**src/rtl/mmio_io_bank.sv**
```systemverilog
// Memory-mapped I/O bank: synchronised, debounced input channels, RW output registers,
// sticky change flags with write-1-to-clear, an interrupt mask and a registered level irq.
module mmio_io_bank #(
    parameter logic [31:0] BASE_ADDR       = 32'd4096,
    parameter int unsigned N_IN            = 2,
    parameter int unsigned N_OUT           = 2,
    parameter int unsigned WIDTH           = 16,
    parameter int unsigned SYNC_STAGES     = 2,
    parameter int unsigned DEBOUNCE_CYCLES = 4
) (
    input  logic                   clock,
    input  logic                   reset,
    input  logic [31:0]            addr,
    input  logic [31:0]            wdata,
    input  logic                   wren,
    output logic [31:0]            rdata,
    output logic                   hit,
    input  logic [N_IN*WIDTH-1:0]  in_pins,
    output logic [N_OUT*WIDTH-1:0] out_pins,
    output logic                   irq
);

    localparam int unsigned S_OFF    = N_IN + N_OUT;
    localparam int unsigned MASK_OFF = S_OFF + 1;
    localparam int unsigned MAP_SIZE = S_OFF + 2;
    localparam int unsigned CW       = (DEBOUNCE_CYCLES > 1) ? $clog2(DEBOUNCE_CYCLES) : 1;
    localparam logic [CW-1:0] CNT_MAX = CW'(DEBOUNCE_CYCLES - 1);

    logic [31:0]                      off;
    logic [SYNC_STAGES-1:0][N_IN*WIDTH-1:0] sync_q;
    logic [N_IN-1:0][WIDTH-1:0]       sync_w;
    logic [N_IN-1:0][WIDTH-1:0]       prev_q;
    logic [N_IN-1:0][WIDTH-1:0]       stable_q;
    logic [N_IN-1:0][WIDTH-1:0]       stable_d;
    logic [N_IN-1:0][CW-1:0]          cnt_q;
    logic [N_IN-1:0][CW-1:0]          cnt_n;
    logic [N_IN-1:0][CW-1:0]          cnt_d;
    logic [N_IN-1:0]                  accept;
    logic [N_OUT-1:0][WIDTH-1:0]      out_q;
    logic [N_OUT-1:0]                 wr_out;
    logic [N_IN-1:0]                  chg_q;
    logic [N_IN-1:0]                  chg_d;
    logic [N_IN-1:0]                  mask_q;
    logic                             wr_chg;
    logic                             wr_mask;
    logic                             irq_q;
    logic                             unused_wdata;

    // Unsigned wrap makes addresses below BASE_ADDR fall outside the map too.
    assign off     = addr - BASE_ADDR;
    assign hit     = off < 32'(MAP_SIZE);
    assign sync_w  = sync_q[SYNC_STAGES-1];
    assign wr_chg  = wren && (off == 32'(S_OFF));
    assign wr_mask = wren && (off == 32'(MASK_OFF));
    assign out_pins     = out_q;
    assign irq          = irq_q;
    assign unused_wdata = ^wdata;

    // Input synchroniser chains.
    always_ff @(posedge clock or negedge reset) begin
        if (!reset) begin
            sync_q <= '0;
        end else begin
            sync_q[0] <= in_pins;
            for (int k = 1; k < int'(SYNC_STAGES); k++) begin
                sync_q[k] <= sync_q[k-1];
            end
        end
    end

    // Debounce: a value is accepted on the edge its run length reaches DEBOUNCE_CYCLES.
    always_comb begin
        cnt_n    = '0;
        cnt_d    = '0;
        accept   = '0;
        stable_d = stable_q;
        for (int i = 0; i < int'(N_IN); i++) begin
            if ((sync_w[i] == stable_q[i]) || (sync_w[i] != prev_q[i])) begin
                cnt_n[i] = '0;
            end else begin
                cnt_n[i] = cnt_q[i] + CW'(1);
            end
            accept[i] = (sync_w[i] != stable_q[i]) && (cnt_n[i] == CNT_MAX);
            cnt_d[i]  = accept[i] ? '0 : cnt_n[i];
            if (accept[i]) begin
                stable_d[i] = sync_w[i];
            end
        end
    end

    // Write decode for the output registers.
    always_comb begin
        wr_out = '0;
        for (int j = 0; j < int'(N_OUT); j++) begin
            wr_out[j] = wren && (off == 32'(N_IN + j));
        end
    end

    // A new change on the same edge as a clear wins.
    assign chg_d = (chg_q & ~(wr_chg ? wdata[N_IN-1:0] : '0)) | accept;

    always_ff @(posedge clock or negedge reset) begin
        if (!reset) begin
            prev_q   <= '0;
            stable_q <= '0;
            cnt_q    <= '0;
            out_q    <= '0;
            chg_q    <= '0;
            mask_q   <= '0;
            irq_q    <= 1'b0;
        end else begin
            prev_q   <= sync_w;
            stable_q <= stable_d;
            cnt_q    <= cnt_d;
            chg_q    <= chg_d;
            irq_q    <= |(chg_q & mask_q);
            if (wr_mask) begin
                mask_q <= wdata[N_IN-1:0];
            end
            for (int j = 0; j < int'(N_OUT); j++) begin
                if (wr_out[j]) begin
                    out_q[j] <= wdata[WIDTH-1:0];
                end
            end
        end
    end

    // Read mux; nothing matches when addr is outside the map.
    always_comb begin
        rdata = '0;
        for (int i = 0; i < int'(N_IN); i++) begin
            if (off == 32'(i)) begin
                rdata = 32'(stable_q[i]);
            end
        end
        for (int j = 0; j < int'(N_OUT); j++) begin
            if (off == 32'(N_IN + j)) begin
                rdata = 32'(out_q[j]);
            end
        end
        if (off == 32'(S_OFF)) begin
            rdata = 32'(chg_q);
        end
        if (off == 32'(MASK_OFF)) begin
            rdata = 32'(mask_q);
        end
    end

endmodule

```
**config.mk**
```make
export PLATFORM = sky130hd
export DESIGN_NAME = mmio_io_bank
export DESIGN_NICKNAME = d
export VERILOG_FILES = /design/src/rtl/mmio_io_bank.sv
export SDC_FILE = /design/constraint.sdc
export NUM_CORES = 1
export LEC_CHECK = 0
export CAP_MARGIN = 20
export CORE_ASPECT_RATIO = 0.5
export CORE_UTILIZATION = 40
export CTS_CLUSTER_SIZE = 40
export DETAILED_ROUTE_END_ITERATION = 6
export HOLD_SLACK_MARGIN = 0.08
export PLACE_DENSITY = 0.69
export SLEW_MARGIN = 0
export SYNTH_ARGS = -nofsm -noshare
export SYNTH_HDL_FRONTEND = slang
export SYNTH_SLANG_ARGS = --single-unit
```
**constraint.sdc**
```tcl
create_clock -name clock -period 2.3 [get_ports clock]
set_input_delay 0.575 -clock clock [delete_from_list [all_inputs] [get_ports clock]]
set_output_delay 0.575 -clock clock [all_outputs]
set_load 0.005 [all_outputs]
```
Word level (Yosys, flattened, before mapping)
Cells that the tools add are included.

word-level totals
  flip-flop bits (word level) = 169
  input port bits = 99
  output and inout bits = 66

operators by class
  add/subtract/negate cells = 3
  order comparisons = 1
  eq/ne operators = 13
  multiplexer cells = 11
  bitwise logic cells = 4
  reduce and logical (&&, ||, !) cells = 10

operator list
  kind                    number
  $mux 32                 5
  $eq 32x2->1 const B     2
  $eq 32x3->1 const B     2
  $ne 16x16->1            4
  $eq 16x16->1            2
  $eq 32x1->1 const B     1
  $logic_not 32->1        1
  $lt 32x3->1 const B     1
  $sub 32x13->32 const B  1
  $mux 16                 1
  $mux 2                  5
  $logic_and 1x1->1       6
  $add 2x1->2 const B     2
  $and 2x2->2             2
  $eq 2x2->1 const B      2
  $logic_or 1x1->1        2
  $not 2->2               1
  $or 2x2->2              1
  $reduce_or 2->1         1

Longest topological paths before layout
Gate-level depths: netlist of run 1.

  depth after elaboration = 8
  gate-level depth with buffers = 6
  depth with buffers taken out = 5

Least setup slack after synthesis of run 1
No wires, ideal clock.

  kind = input-to-output
  start = in addr[28]
  end = out rdata[10]
  arrival = 1.674 ns
  required time = 1.725 ns
  slack = 0.051 ns
  stages = 5
  path buffers = 1
  cell sequence = nor4_1 nand4_1 nor3_2 clkbuf_1 and2_1

on the way
  word-level cells in the longest chain between the ends = 8
  elaborated cells between the ends (all ways) = 13

RTL lines
  item                  RTL line  text
  from (decl)           13        input logic [31:0] addr,
  $sub 32x13->32 *      50        assign off = addr - BASE_ADDR;
  $logic_not 32->1      132       if (off == 32'(i)) begin
  $mux 16               132
  $mux 32               132
  $mux 32 (2 in a row)  137       if (off == 32'(N_IN + j)) begin
  $mux 32               141       if (off == 32'(S_OFF)) begin
  $mux 32 *             144       if (off == 32'(MASK_OFF)) begin
  to (decl)             16        output logic [31:0] rdata,

Every way passes the cells marked *; elsewhere a longest branch is shown, timed or not.

Worst setup path after layout of run 1
  start = in addr[5]
  end = out rdata[12]

The elaborated chain is that of the path after synthesis.

==> results of run 1 <==
-- repair_timing --
action	CTS	global route
setup buffers	11	0
pin swaps	15	7
resized for setup	202	18
endpoints found under the setup margin	29	35
gates cloned	3	1
hold buffers	0	0
-- metrics by stage --
step / std cells / setup TNS, ps / cell area [sq um]
2_1_floorplan: 432 / 0 / 6840
3_3_place_gp: 794 / -28770 / 8560
3_5_place_dp: 794 / -27970 / 8560
4_1_cts: 840 / -3610 / 9280
5_1_grt: 841 / -5150 / 9400
6_report: 841 / -3370 / 9400
-- state kept, by name, summed over array words and instances (netlist names) --
| signal | flops |
|---|---|
| prev_q | 32 |
| stable_q | 32 |
| sync_w | 32 |
| mask_q | 2 |
| sync_q | 32 |
| cnt_q | 4 |
| chg_q | 2 |
| out_pins | 32 |
| irq | 1 |
-- cells by family after synthesis --
group                     Yosys count  synth area share, %
AOI/OAI and AO/OA                   6                0.609
xor gates and xnor gates           65                 8.39
buffers and inverters              28                 2.88
DFF                               169                 62.3
muxes                              84                 17.6
other                               1               0.0553
and+or+nand+nor                    64                 8.17
-- final timing paths --
check | start | end | slack, ps
max in group asynchronous | reset | cnt_q[0] | 1580
worst min register to register | sync_q[13] | sync_w[13] | 350
min in group clock | sync_q[13] | sync_w[13] | 350
worst min-delay path | reset | sync_q[27] | 110
worst max register to register | sync_w[28] | stable_q[21] | 120
worst max-delay path | addr[5] | rdata[12] | -280
-- synthesized netlist by cell type, drive strengths merged --
master    n  area share [%]
nand2     5            0.28
buf      22             2.5
a22o      1            0.13
mux2i     2            0.30
nor3      1            0.15
a21oi     3            0.22
conb      1           0.055
mux4     16             5.3
clkbuf    5            0.28
inv       1           0.055
nand3     1            0.15
nor4     19             3.2
mux2     66              12
or2       1           0.092
nand2b    2            0.18
nor4b     5             1.1
xnor2    32             4.1
and2     14             1.3
xor2     33             4.3
or3       2            0.18
dfrtp   169              62
nor2b     1           0.092
nand4    13             1.5
o41ai     2            0.26
-- routing by layer --
layer | vias to the layer above | track usage [%] | share of wire [%]
li1 | 1823 | - | -
met3 | 28 | 4.03 | 3.3
met2 | 87 | 28.8 | 49
met1 | 2075 | 23.9 | 45
met4 | 0 | 6.97 | 2.3
met5 | - | 0 | 0
-- area by class of cell --
class                           count  area, sq um
Clock inverter                     13          110
Inverter                            1         3.75
Clock buffer                       19          443
Multi-Input combinational cell    235         2570
Timing Repair Buffer              177         1770
Fill cell                        1293         7070
Tap cell                          227          284
Sequential cell                   169         4230
-- worst reg2reg max path, cell delays in order, from the launching register on --
cell	delay (ps)
dfrtp_1	430
xor2_1	190
nor4_2	350
nand4_2	200
nor4b_4	260
buf_4	270
mux2_2	360
-- report_power, final --
| part | total, mW | internal, mW | switching, mW |
|---|---|---|---|
| Combinational | 0.402 | 0.217 | 0.185 |
| Clock | 2.64 | 1.44 | 1.20 |
| Sequential | 3.11 | 3.06 | 0.0560 |
==> metrics.yaml, run 1 <==
run_status:
  status: "finished with violations"
  violations: "negative setup slack"
grt:
  grt_pass1_wl_mm: 22.8
  grt_max_degree: 55
  antenna_found_initial: 0
  grt_remaining_overflow: 0
  grt_use_total_pct: 18.0
  grt_pass1_vias: 4041
die:
  rows: 33
  ios: 165
  start_util_pct: 41.2
  dieWidth_um: 186
  coreArea_sq_um: 16500
  die_h_um: 94.1
  die_area_sq_um: 17500
synthesis:
  synth.distinct_cells: 32
  avgSynthCellArea_sq_um: 16.3
  ys_ff_latch: 169
  yosysWarnings: 0
  synth_area_sq_um: 6780
  ys_seq_area_share_pct: 62.3
  synthCells: 417
cells_and_area:
  drive_gt1_share_pct: 38.8
  final_util_pct: 57.1
  antennaDiodeCount: 0
  area.growth.synth_to_final_pct: 38.6
  layout_common_cells: "dfrtp_1, clkdlybuf4s50_1, mux2_2, xor2_1, xnor2_1"
  layout.nets: 700
  layout_commonest_cell: "dfrtp_1"
clock_network:
  root_buffer: "clkbuf_16"
  clock_latency_ps: 420
  cts_tree: "built"
  clock_path_buffers: 2
  h-tree-depth: 4
  path_clk_slew_ps: 70
  numCtsBuffers: 17
  clock-sinks: 169
setup_path:
  crit_top_cell: "buf_6"
  cp.required_ps: 1730
  crit_family: "simple AND/OR/NAND/NOR gates"
  critPathLaunchType: "input port"
  path_class: "in -> out"
  worstSetupEndpointType: "output pin"
  crit_chain: "buf_6, nor4_4, nand4_1, nor3_4, buf_6, buf_6, buf_6, and2_4, buf_6"
  path_depth: 9
  critical_path.max_stage_delay_ps: 290
  path_max_fanout: 3
  r2r_cells: 6
  arrival_ps: 2000
  crit_buf_inv: 5
  cpMaxStageDelayCell: "nor3_4"
sta:
  period_share_pct: 112
  fin_ws_ps: -276
  period_needed_ps: 2580
  worst_pin_slew_ps: 512
  max_slew_margin_pct: 65.8
  max_freq_mhz: 388
  finalSetupViolations: 17
  rsz0062_at_grt: "yes"
  hold_viol: 0
  fin_skew_ps: 9.76
  slew_violations: 0
  hold_ws_ps: 105
worst_hold_path:
  min_path_type: "in -> async"
placement:
  place_congestion: 0.808
  io_buffers: 132
  place_ws_ps: -801
  dpl.hpwl_mm: 10.2
route:
  drtAntennaViolNets: 0
  first_iter_violations: 225
  viasPerCell: 4.77
  dr.pass1.iters: 4
  wl_mm: 14.7
  routed-via-count: 4013
  drc: 0
  wl_per_cell_um: 17.5
flow_run:
  cap_violations: 0
power_and_ir_drop:
  finalPower_mw: 6.16
  power.density_nw_per_um2: 655
  ir_drop_mv: 0.529
  leakage_nw: 4.19
Note: power is estimated with default switching activity, not from simulation.
==> run 2, diff against run 1 <==
--- a/config.mk
+++ b/config.mk
@@ -8,6 +8,7 @@
 export CAP_MARGIN = 20
 export CORE_ASPECT_RATIO = 0.5
 export CORE_UTILIZATION = 40
+export CTS_CLUSTER_DIAMETER = 100
 export CTS_CLUSTER_SIZE = 40
 export DETAILED_ROUTE_END_ITERATION = 6
 export HOLD_SLACK_MARGIN = 0.08
==> results of run 2 <==
No change in the layout: final DEF, timing and power equal those of run 1.
==> run 3, diff against run 2 <==
--- a/config.mk
+++ b/config.mk
@@ -8,11 +8,14 @@
 export CAP_MARGIN = 20
 export CORE_ASPECT_RATIO = 0.5
 export CORE_UTILIZATION = 40
+export CTS_BUF_LIST = sky130_fd_sc_hd__clkbuf_8
 export CTS_CLUSTER_DIAMETER = 100
 export CTS_CLUSTER_SIZE = 40
 export DETAILED_ROUTE_END_ITERATION = 6
 export HOLD_SLACK_MARGIN = 0.08
+export MAX_ROUTING_LAYER = met4
 export PLACE_DENSITY = 0.69
+export SETUP_SLACK_MARGIN = 0.05
 export SLEW_MARGIN = 0
 export SYNTH_ARGS = -nofsm -noshare
 export SYNTH_HDL_FRONTEND = slang
==> run 3 against run 2 <==
Against the previous run:
- the run still ends with negative setup slack left
- critical endpoint unchanged
- routed wire length down 0.33%
- worst hold slack better by 240 ps
- global-route usage about the same
- sequential share of layout area up 0.093 points
- via count up 1.9%
==> metrics.yaml, run 3 (synthesized netlist as in run 1, its figures left out) <==
setup_path:
  critPathLaunchType: "input port"
  path_max_fanout: 3
  cp.required_ps: 1730
  path_class: "in -> out"
  worstSetupEndpointType: "output pin"
  arrival_ps: 1990
die:
  dieWidth_um: 186
  ios: 165
  coreArea_sq_um: 16500
  start_util_pct: 41.2
  die_h_um: 94.1
  rows: 33
  die_area_sq_um: 17500
sta:
  fin_ws_ps: -265
  rsz0062_at_grt: "yes"
  worst_pin_slew_ps: 516
  period_share_pct: 112
  hold_viol: 0
  period_needed_ps: 2560
  slew_violations: 0
  max_freq_mhz: 390
  fin_skew_ps: 14.8
  max_slew_margin_pct: 65.6
  finalSetupViolations: 17
cells_and_area:
  layout.nets: 717
  fillers: 1300
  antennaDiodeCount: 0
  area.growth.synth_to_final_pct: 38.6
  layout_commonest_cell: "dfrtp_1"
  layout_common_cells: "dfrtp_1, clkdlybuf4s50_1, buf_4, mux2_2, buf_6"
  drive_gt1_share_pct: 42.2
  stdcell_count: 858
  final_util_pct: 57.1
power_and_ir_drop:
  sequentialPowerShare_pct: 56.9
  power_frac_comb_pct: 7.6
  ir_drop_mv: 0.307
  clockPowerShare_pct: 35.5
  p_switching_mw: 1.38
  leakage_nw: 4.19
  finalPower_mw: 5.46
  switching_share_pct: 25.3
  power.density_nw_per_um2: 581
  p_int_mw: 4.08
route:
  viasPerCell: 4.77
  wl_mm: 14.6
  drtAntennaViolNets: 0
  first_iter_violations: 175
  drc: 0
  dr.pass1.iters: 4
  wl_per_cell_um: 17.1
  routed-via-count: 4089
clock_network:
  clock_latency_ps: 440
  root_buffer: "clkbuf_8"
  cts_tree: "built"
  path_clk_slew_ps: 90
  clock-sinks: 169
  clock_path_buffers: 2
  numCtsBuffers: 17
  h-tree-depth: 4
grt:
  grt_pass1_vias: 4061
  grt_use_total_pct: 17.9
  antenna_found_initial: 0
  grt_max_degree: 55
  grt_pass1_wl_mm: 22.5
  grt_remaining_overflow: 0
placement:
  io_buffers: 132
  dpl.hpwl_mm: 10.2
  dp_cells: 794
  place_congestion: 0.819
  place_ws_ps: -801
worst_hold_path:
  min_path_type: "reg -> reg"
flow_run:
  cap_violations: 0
run_status:
  status: "finished with violations"
  violations: "negative setup slack"
-- run 3: layout make-up --
| class | instances | area [sq um] | area share (%) |
|---|---|---|---|
| multi-input cells | 235 | 2620 | 27.9 |
| flip-flops and latches | 169 | 4240 | 45.1 |
| clock buffers | 18 | 248 | 2.64 |
| well taps | 227 | 284 | 3.02 |
| clock inverters | 14 | 114 | 1.21 |
| repair buffers | 194 | 1890 | 20.1 |
| inverters | 1 | 3.75 | 0.0399 |
-- run 3: worst max-delay path: stages --
cell and delay (ps):
buf_6 100, nor4_4 260, nand4_1 220, nor3_4 290, buf_6 140, buf_6 90
buf_6 100, and2_4 130, buf_6 80
-- run 3: metal layers --
metal,part of all wire (%),GRT usage (%),up-vias
li1,-,-,1852
met1,46,23.3,2110
met2,49,28.2,105
met3,3.8,3.91,22
met4,1.8,5.81,0
met5,0,-,-
-- run 3: through the flow --
step                      cell area, sq um  hold WS, ps  TNS [ps]
final                                 9400          349     -3380
after global routing                  9400          352     -4970
after CTS                             9070          352     -3600
after detailed placement              8560          335    -27970
after global placement                8560          333    -28770
after floorplan                       6840          279         0
-- run 3: what timing repair did --
action	4_1_cts	5_1_grt
cloned	2	3
endpoints found under the setup margin	29	68
hold buffers	1	0
buffers inserted	11	16
hold endpoints to repair	6	0
resized for setup	202	47
pin swaps	15	20
-- run 3: power groups by stage --
stage,combinational (mW),clock [mW],sequential [mW]
2_1_floorplan,0.146,0,3.16
3_3_place_gp,0.391,0,3.17
3_5_place_dp,0.395,0,3.17
4_1_cts,0.397,1.99,3.11
5_1_grt,0.455,2.12,3.12
6_report,0.415,1.94,3.11
-- run 3: final timing paths --
kind | startpoint | end | slack, ps | cells past startpoint
worst max-delay path | addr[6] | rdata[12] | -260 | 9
min in group asynchronous | reset | sync_q[27] | 650 | 2
worst max register to register | sync_w[5] | stable_q[3] | 100 | 7
worst min-delay path | sync_q[13] | sync_w[13] | 350 | 0
worst min register to register | sync_q[13] | sync_w[13] | 350 | 0
max in group asynchronous | reset | sync_w[0] | 1020 | 3
==> RTL change 1, RTL diff (config.mk and constraints of run 2) <==
Set the parameter `DEBOUNCE_CYCLES` to 2 (it was 4).
--- a/src/rtl/mmio_io_bank.sv
+++ b/src/rtl/mmio_io_bank.sv
@@ -8,3 +8,3 @@
     parameter int unsigned SYNC_STAGES     = 2,
-    parameter int unsigned DEBOUNCE_CYCLES = 4
+    parameter int unsigned DEBOUNCE_CYCLES = 2
 ) (
Behaviour: not the same (a bounded check fails within 10 cycles, from zero or initial values and one cycle with reset low).
==> RTL change 1 against run 2 <==
  * The run still ends with setup timing left
  * Routed wire length grew 0.31%
  * Highest routed layer unchanged
  * Sequential cell count decreased by 2
  * Synthesized area fell by 2.6%
  * Clock skew is 2.4 ps lower
  * Total power up 0.77%
  * Largest cell class unchanged
  * Design area is 0.63% lower
  * Setup slack got worse by 200 ps
  * Count of clock-buffer cells in the layout increased by 1
  * Critical path depth fell by 1
==> RTL change 1: results (changes against run 2) <==
GPL Wtd Cong -> 0.808 (about the same)
Post-synth top cells -> dfrtp_1 (167), mux2_2 (57), xor2_1 (33) (was dfrtp_1 (169), mux2_2 (45), xor2_1 (33))
Largest net degree at the start of global routing -> 61 (was 55)
Layout area overhead -> 41.4% (was 38.6%)
Routed WL per cell -> 17.0 um (was 17.5 um)
Final Setup Violations -> 19 (was 17)
Failing checks -> setup timing (unchanged)
Clock-pin slew on the worst setup and hold paths -> 50 ps (was 70 ps)
Layout fillers -> 1,248 (was 1,293)
Max H-tree Level -> 4 (unchanged)
Share of layout cells above drive strength 1 -> 0.347 (was 0.388)
First-pass GRT wire length -> 23,500 um (was 22,800 um)
Avg Cell Area, Syn -> 15.4 um^2 (was 16.3 um^2)
Final clock skew -> 7.38 ps (was 9.76 ps)
Slew Viols, Final -> 0 (unchanged)
Status -> finished with violations (unchanged)
Peak supply drop -> 0.654 mV (was 0.529 mV)
Worst slew margin -> 0.624 (was 0.658)
Dpl cells -> 820 (was 794)
Worst Path Max Fanout -> 4 (was 3)
Placed cell areas -> 0.00857 mm^2 (was 0.00856 mm^2)
Vias in the first global route -> 4,223 (was 4,041)
Setup total negative slack -> -6920 ps (was -3370 ps)
Final WS setup -> -472 ps (was -276 ps)
Initial antenna violation count -> 0 (unchanged)
WL final -> 14,700 um (about the same)
Critical Path AT -> 2200 ps (was 2000 ps)
1st-iter DRT viols -> 213 (was 225)
HPWL after DPL -> 10,600 um (was 10,200 um)
Via density -> 4.71 (was 4.77)
Leakage -> 0.00423 uW (was 0.00419 uW)
Dpl ws -> -1110 ps (was -801 ps)
Post-synthesis sequential area ratio -> 0.632 (was 0.623)
Synth top area cells -> dfrtp_1 (63%), mux2_2 (9.7%), mux4_2 (5.5%), xor2_1 (4.4%), xnor2_1 (4.2%) (was dfrtp_1 (62%), mux2_2 (7.5%), mux4_2 (5.3%), xor2_1 (4.3%), xnor2_1 (4.1%))
Count of cell types in the netlist -> 38 (was 32)
All-Layer GR Usage -> 0.190 (was 0.180)
-- RTL change 1: cell families after synthesis --
group	Yosys count	synth area share
AOI/OAI and AO/OA	9	0.0106
xor gates and xnor gates	65	0.0861
DFF	167	0.632
other	1	0.000567
buffers and inverters	30	0.0271
and+or+nand+nor	72	0.0721
muxes	84	0.171
-- RTL change 1: area by class of cell --
type	count	share of cell area
Clock buffer	20	0.0478
Clock inverter	9	0.0112
Inverter	3	0.00121
Multi-Input combinational cell	248	0.263
Sequential cell	167	0.447
Tap cell	221	0.0296
Timing Repair Buffer	199	0.199
-- RTL change 1: final timing paths --
kind,slack [ps],cells past startpoint,to,startpoint
max in group asynchronous,1500,2,sync_w[3],reset
hold / removal,130,1,sync_q[12],reset
setup / recovery,-470,8,rdata[9],addr[29]
min in group clock,350,0,sync_w[1],sync_q[1]
hold reg to reg,350,0,sync_w[1],sync_q[1]
setup reg to reg,120,6,stable_q[14],sync_w[3]
-- RTL change 1: timing repair --
item / CTS / global route
gates resized for setup: 151 / 21
gates cloned: 1 / 0
pin swaps: 18 / 14
hold buffers: 0 / 0
hold endpoints to repair: 0 / 0
setup endpoints to repair: 37 / 33
buffers inserted: 15 / 5
-- RTL change 1: routing by layer --
metal  share of wire  vias up  track usage
li1                -     1900            -
met4           0.034        0       0.0910
met1            0.46     2075        0.250
met2            0.48       82        0.303
met5               0        -            0
met3           0.032       30       0.0385
-- RTL change 1: worst max-delay path: stages --
cell             delay [ps]
clkdlybuf4s15_2         210
or4_4                   560
o31ai_4                  80
nand4_1                 210
buf_6                   200
buf_6                   120
nor2b_1                 110
buf_2                   130
-- RTL change 1: where the power goes --
group	total (uW)	internal, uW	switching (uW)
Combinational	437	245	192
Sequential	3080	3030	49.7
Clock	2690	1600	1090
Total	6210	4870	1330
-- RTL change 1: metrics by stage --
| stage | hold WS (ps) | power (uW) |
|---|---|---|
| 2_1_floorplan | 279 | 3260 |
| 3_3_place_gp | 332 | 3540 |
| 3_5_place_dp | 335 | 3550 |
| 4_1_cts | 134 | 6280 |
| 5_1_grt | 143 | 6460 |
| 6_report | 134 | 6210 |
==> RTL change 2, RTL diff (config.mk and constraints of run 2) <==
Without the edit above. Add an input register stage for `addr`, `wdata`, `wren` and `in_pins`, cleared by the reset; this delays them by one clock.
--- a/src/rtl/mmio_io_bank.sv
+++ b/src/rtl/mmio_io_bank.sv
@@ -28,2 +28,21 @@
 
+    logic [31:0] addr_q;
+    logic [31:0] wdata_q;
+    logic wren_q;
+    logic [N_IN*WIDTH-1:0] in_pins_q;
+
+    always_ff @(posedge clock or negedge reset) begin
+        if (!reset) begin
+            addr_q    <= '0;
+            wdata_q   <= '0;
+            wren_q    <= '0;
+            in_pins_q <= '0;
+        end else begin
+            addr_q    <= addr;
+            wdata_q   <= wdata;
+            wren_q    <= wren;
+            in_pins_q <= in_pins;
+        end
+    end
+
     logic [31:0]                      off;
@@ -49,10 +68,10 @@
     // Unsigned wrap makes addresses below BASE_ADDR fall outside the map too.
-    assign off     = addr - BASE_ADDR;
+    assign off     = addr_q - BASE_ADDR;
     assign hit     = off < 32'(MAP_SIZE);
     assign sync_w  = sync_q[SYNC_STAGES-1];
-    assign wr_chg  = wren && (off == 32'(S_OFF));
-    assign wr_mask = wren && (off == 32'(MASK_OFF));
+    assign wr_chg  = wren_q && (off == 32'(S_OFF));
+    assign wr_mask = wren_q && (off == 32'(MASK_OFF));
     assign out_pins     = out_q;
     assign irq          = irq_q;
-    assign unused_wdata = ^wdata;
+    assign unused_wdata = ^wdata_q;
 
@@ -63,3 +82,3 @@
         end else begin
-            sync_q[0] <= in_pins;
+            sync_q[0] <= in_pins_q;
             for (int k = 1; k < int'(SYNC_STAGES); k++) begin
@@ -94,3 +113,3 @@
         for (int j = 0; j < int'(N_OUT); j++) begin
-            wr_out[j] = wren && (off == 32'(N_IN + j));
+            wr_out[j] = wren_q && (off == 32'(N_IN + j));
         end
@@ -99,3 +118,3 @@
     // A new change on the same edge as a clear wins.
-    assign chg_d = (chg_q & ~(wr_chg ? wdata[N_IN-1:0] : '0)) | accept;
+    assign chg_d = (chg_q & ~(wr_chg ? wdata_q[N_IN-1:0] : '0)) | accept;
 
@@ -117,3 +136,3 @@
             if (wr_mask) begin
-                mask_q <= wdata[N_IN-1:0];
+                mask_q <= wdata_q[N_IN-1:0];
             end
@@ -121,3 +140,3 @@
                 if (wr_out[j]) begin
-                    out_q[j] <= wdata[WIDTH-1:0];
+                    out_q[j] <= wdata_q[WIDTH-1:0];
                 end
Function: changed (Yosys sat finds a counterexample within 4 cycles, from zero or initial values and one cycle with reset low).
==> RTL change 2 against run 2 <==
  * Count of clock-buffer cells in the layout is 8 lower
  * Routed wire length is 20% higher
  * The flow still finishes with violations (setup timing)
  * Synthesized area is 30% higher
  * Sequential cell count is 81 higher
  * Sequential share of layout area is 9.8 points higher
  * Via count is 18% higher
  * Total power is 18% higher
  * Setup slack worse by 390 ps
  * Hold slack better by 220 ps
  * Design area is 21% higher
  * Critical path type is now register to output port
  * Critical endpoint is now rdata[9]
  * Clock skew is 31 ps higher
  * Largest cell class unchanged
==> RTL change 2: results (changes against run 2) <==
Status -> finished with violations (unchanged)
Failing checks -> setup timing (unchanged)
Number of diodes -> 0 (unchanged)
Final Setup Violations -> 52 (was 17)
Dpl ws -> -434 ps (was -801 ps)
GPL Wtd Cong -> 0.765 (was 0.808)
Post-Synthesis Cells -> 518 (was 417)
CP peak stage delay -> 400 ps (was 290 ps)
Post-synthesis compound-gate area fraction -> 0.00396 (was 0.00609)
Share of layout cells above drive strength 1 -> 0.263 (was 0.388)
WL final -> 17,600 um (was 14,700 um)
Final WS setup -> -665 ps (was -276 ps)
Critical path's slowest cell -> dfrtp_1 (was nor3_4)
Clk root buf -> clkbuf_16 (unchanged)
Clk Latency, worst-skew pair -> 490 ps (was 420 ps)
Max H-tree Level -> 1 (was 4)
First-pass GRT wire length -> 27,200 um (was 22,800 um)
Total number of vias -> 4,734 (was 4,013)
Clock buffer depth -> 3 (was 2)
Largest net degree at the start of global routing -> 64 (was 55)
Count of cell types in the netlist -> 37 (was 32)
Combinational cell fraction of total power -> 0.060 (was 0.065)
Leakage -> 0.00504 uW (was 0.00419 uW)
XOR/XNOR Fraction of Synth Area -> 0.0653 (was 0.0839)
Clock-pin slew on the worst setup and hold paths -> 130 ps (was 70 ps)
P_seq -> 4650 uW (was 3110 uW)
Post-synth top flop -> dfrtp_1 (unchanged)
Psw -> 1580 uW (was 1440 uW)
Post-synthesis sequential area ratio -> 0.707 (was 0.623)
Yosys Warn Count -> 0 (unchanged)
HPWL after DPL -> 12,400 um (was 10,200 um)
Synth top area cells -> dfrtp_1 (71%), mux2_2 (5.1%), mux4_2 (4.1%), mux2_4 (3.4%), xor2_1 (3.4%) (was dfrtp_1 (62%), mux2_2 (7.5%), mux4_2 (5.3%), xor2_1 (4.3%), xnor2_1 (4.1%))
Final clock skew -> 40.3 ps (was 9.76 ps)
Nets -> 814 (was 700)
Post-synth top cells -> dfrtp_1 (250), mux2_2 (40), xor2_1 (34) (was dfrtp_1 (169), mux2_2 (45), xor2_1 (33))
CTS buffer count -> 10 (was 17)
Peak supply drop -> 0.442 mV (was 0.529 mV)
Post-synthesis mux area share -> 0.138 (was 0.176)
Vias in the first global route -> 4,866 (was 4,041)
Synth Area in Adders -> 0 (unchanged)
Asr flop ratio synth -> 1.00 (unchanged)
Hold WC Path Type -> register to register (was input pin to async pin)
DRT Pass-1 Iters -> 5 (was 4)
All-Layer GR Usage -> 0.158 (was 0.180)
Worst Path Max Fanout -> 4 (was 3)
Critical Path AT -> 2390 ps (was 2000 ps)
Dpl cells -> 984 (was 794)
Layout fillers -> 1,805 (was 1,293)
Initial antenna violation count -> 0 (unchanged)
Via density -> 4.66 (was 4.77)
1st-iter DRT viols -> 235 (was 225)
[RTL change 2: path summary, 6_finish.rpt]
path | startpoint | to | slack (ps) | cells after the start
worst max-delay path | addr_q[19] | rdata[9] | -660 | 9
worst min-delay path | in_pins_q[18] | sync_q[18] | 330 | 0
worst max register to register | addr_q[13] | out_pins[6] | -300 | 9
worst min register to register | in_pins_q[18] | sync_q[18] | 330 | 0
max in group asynchronous | reset | sync_w[24] | 980 | 3
min in group asynchronous | reset | sync_q[12] | 590 | 2
[RTL change 2: cell type report]
| type | count | share of cell area |
|---|---|---|
| clock buffers | 11 | 0.0241 |
| clock inverters | 1 | 0.00263 |
| inverters | 1 | 0.000329 |
| multi-input cells | 256 | 0.223 |
| flip-flops and latches | 250 | 0.548 |
| well taps | 300 | 0.0329 |
| repair buffers | 196 | 0.169 |
[RTL change 2: what timing repair did]
| item | 4_1_cts | 5_1_grt |
|---|---|---|
| setup endpoints to repair | 52 | 69 |
| cloned | 3 | 0 |
| pin swaps | 7 | 4 |
| hold buffers | 1 | 0 |
| hold endpoints to repair | 58 | 0 |
| gates resized for setup | 73 | 12 |
| setup buffers | 13 | 2 |
[RTL change 2: metal layers]
metal,vias up,global-route usage,part of all wire
met2,78,0.260,0.50
met4,0,0.0401,0.021
met1,2483,0.224,0.45
met3,23,0.0211,0.029
li1,2150,-,-
met5,-,0,0
[RTL change 2: through the flow]
| stage | total power (uW) | area [um^2] | TNS (ps) |
|---|---|---|---|
| floorplan | 4840 | 8920 | -1160 |
| global placement | 5140 | 10900 | -9160 |
| detailed placement | 5160 | 10900 | -11390 |
| CTS | 7360 | 11400 | -16000 |
| global route | 7550 | 11400 | -21420 |
| finish | 7270 | 11400 | -15900 |
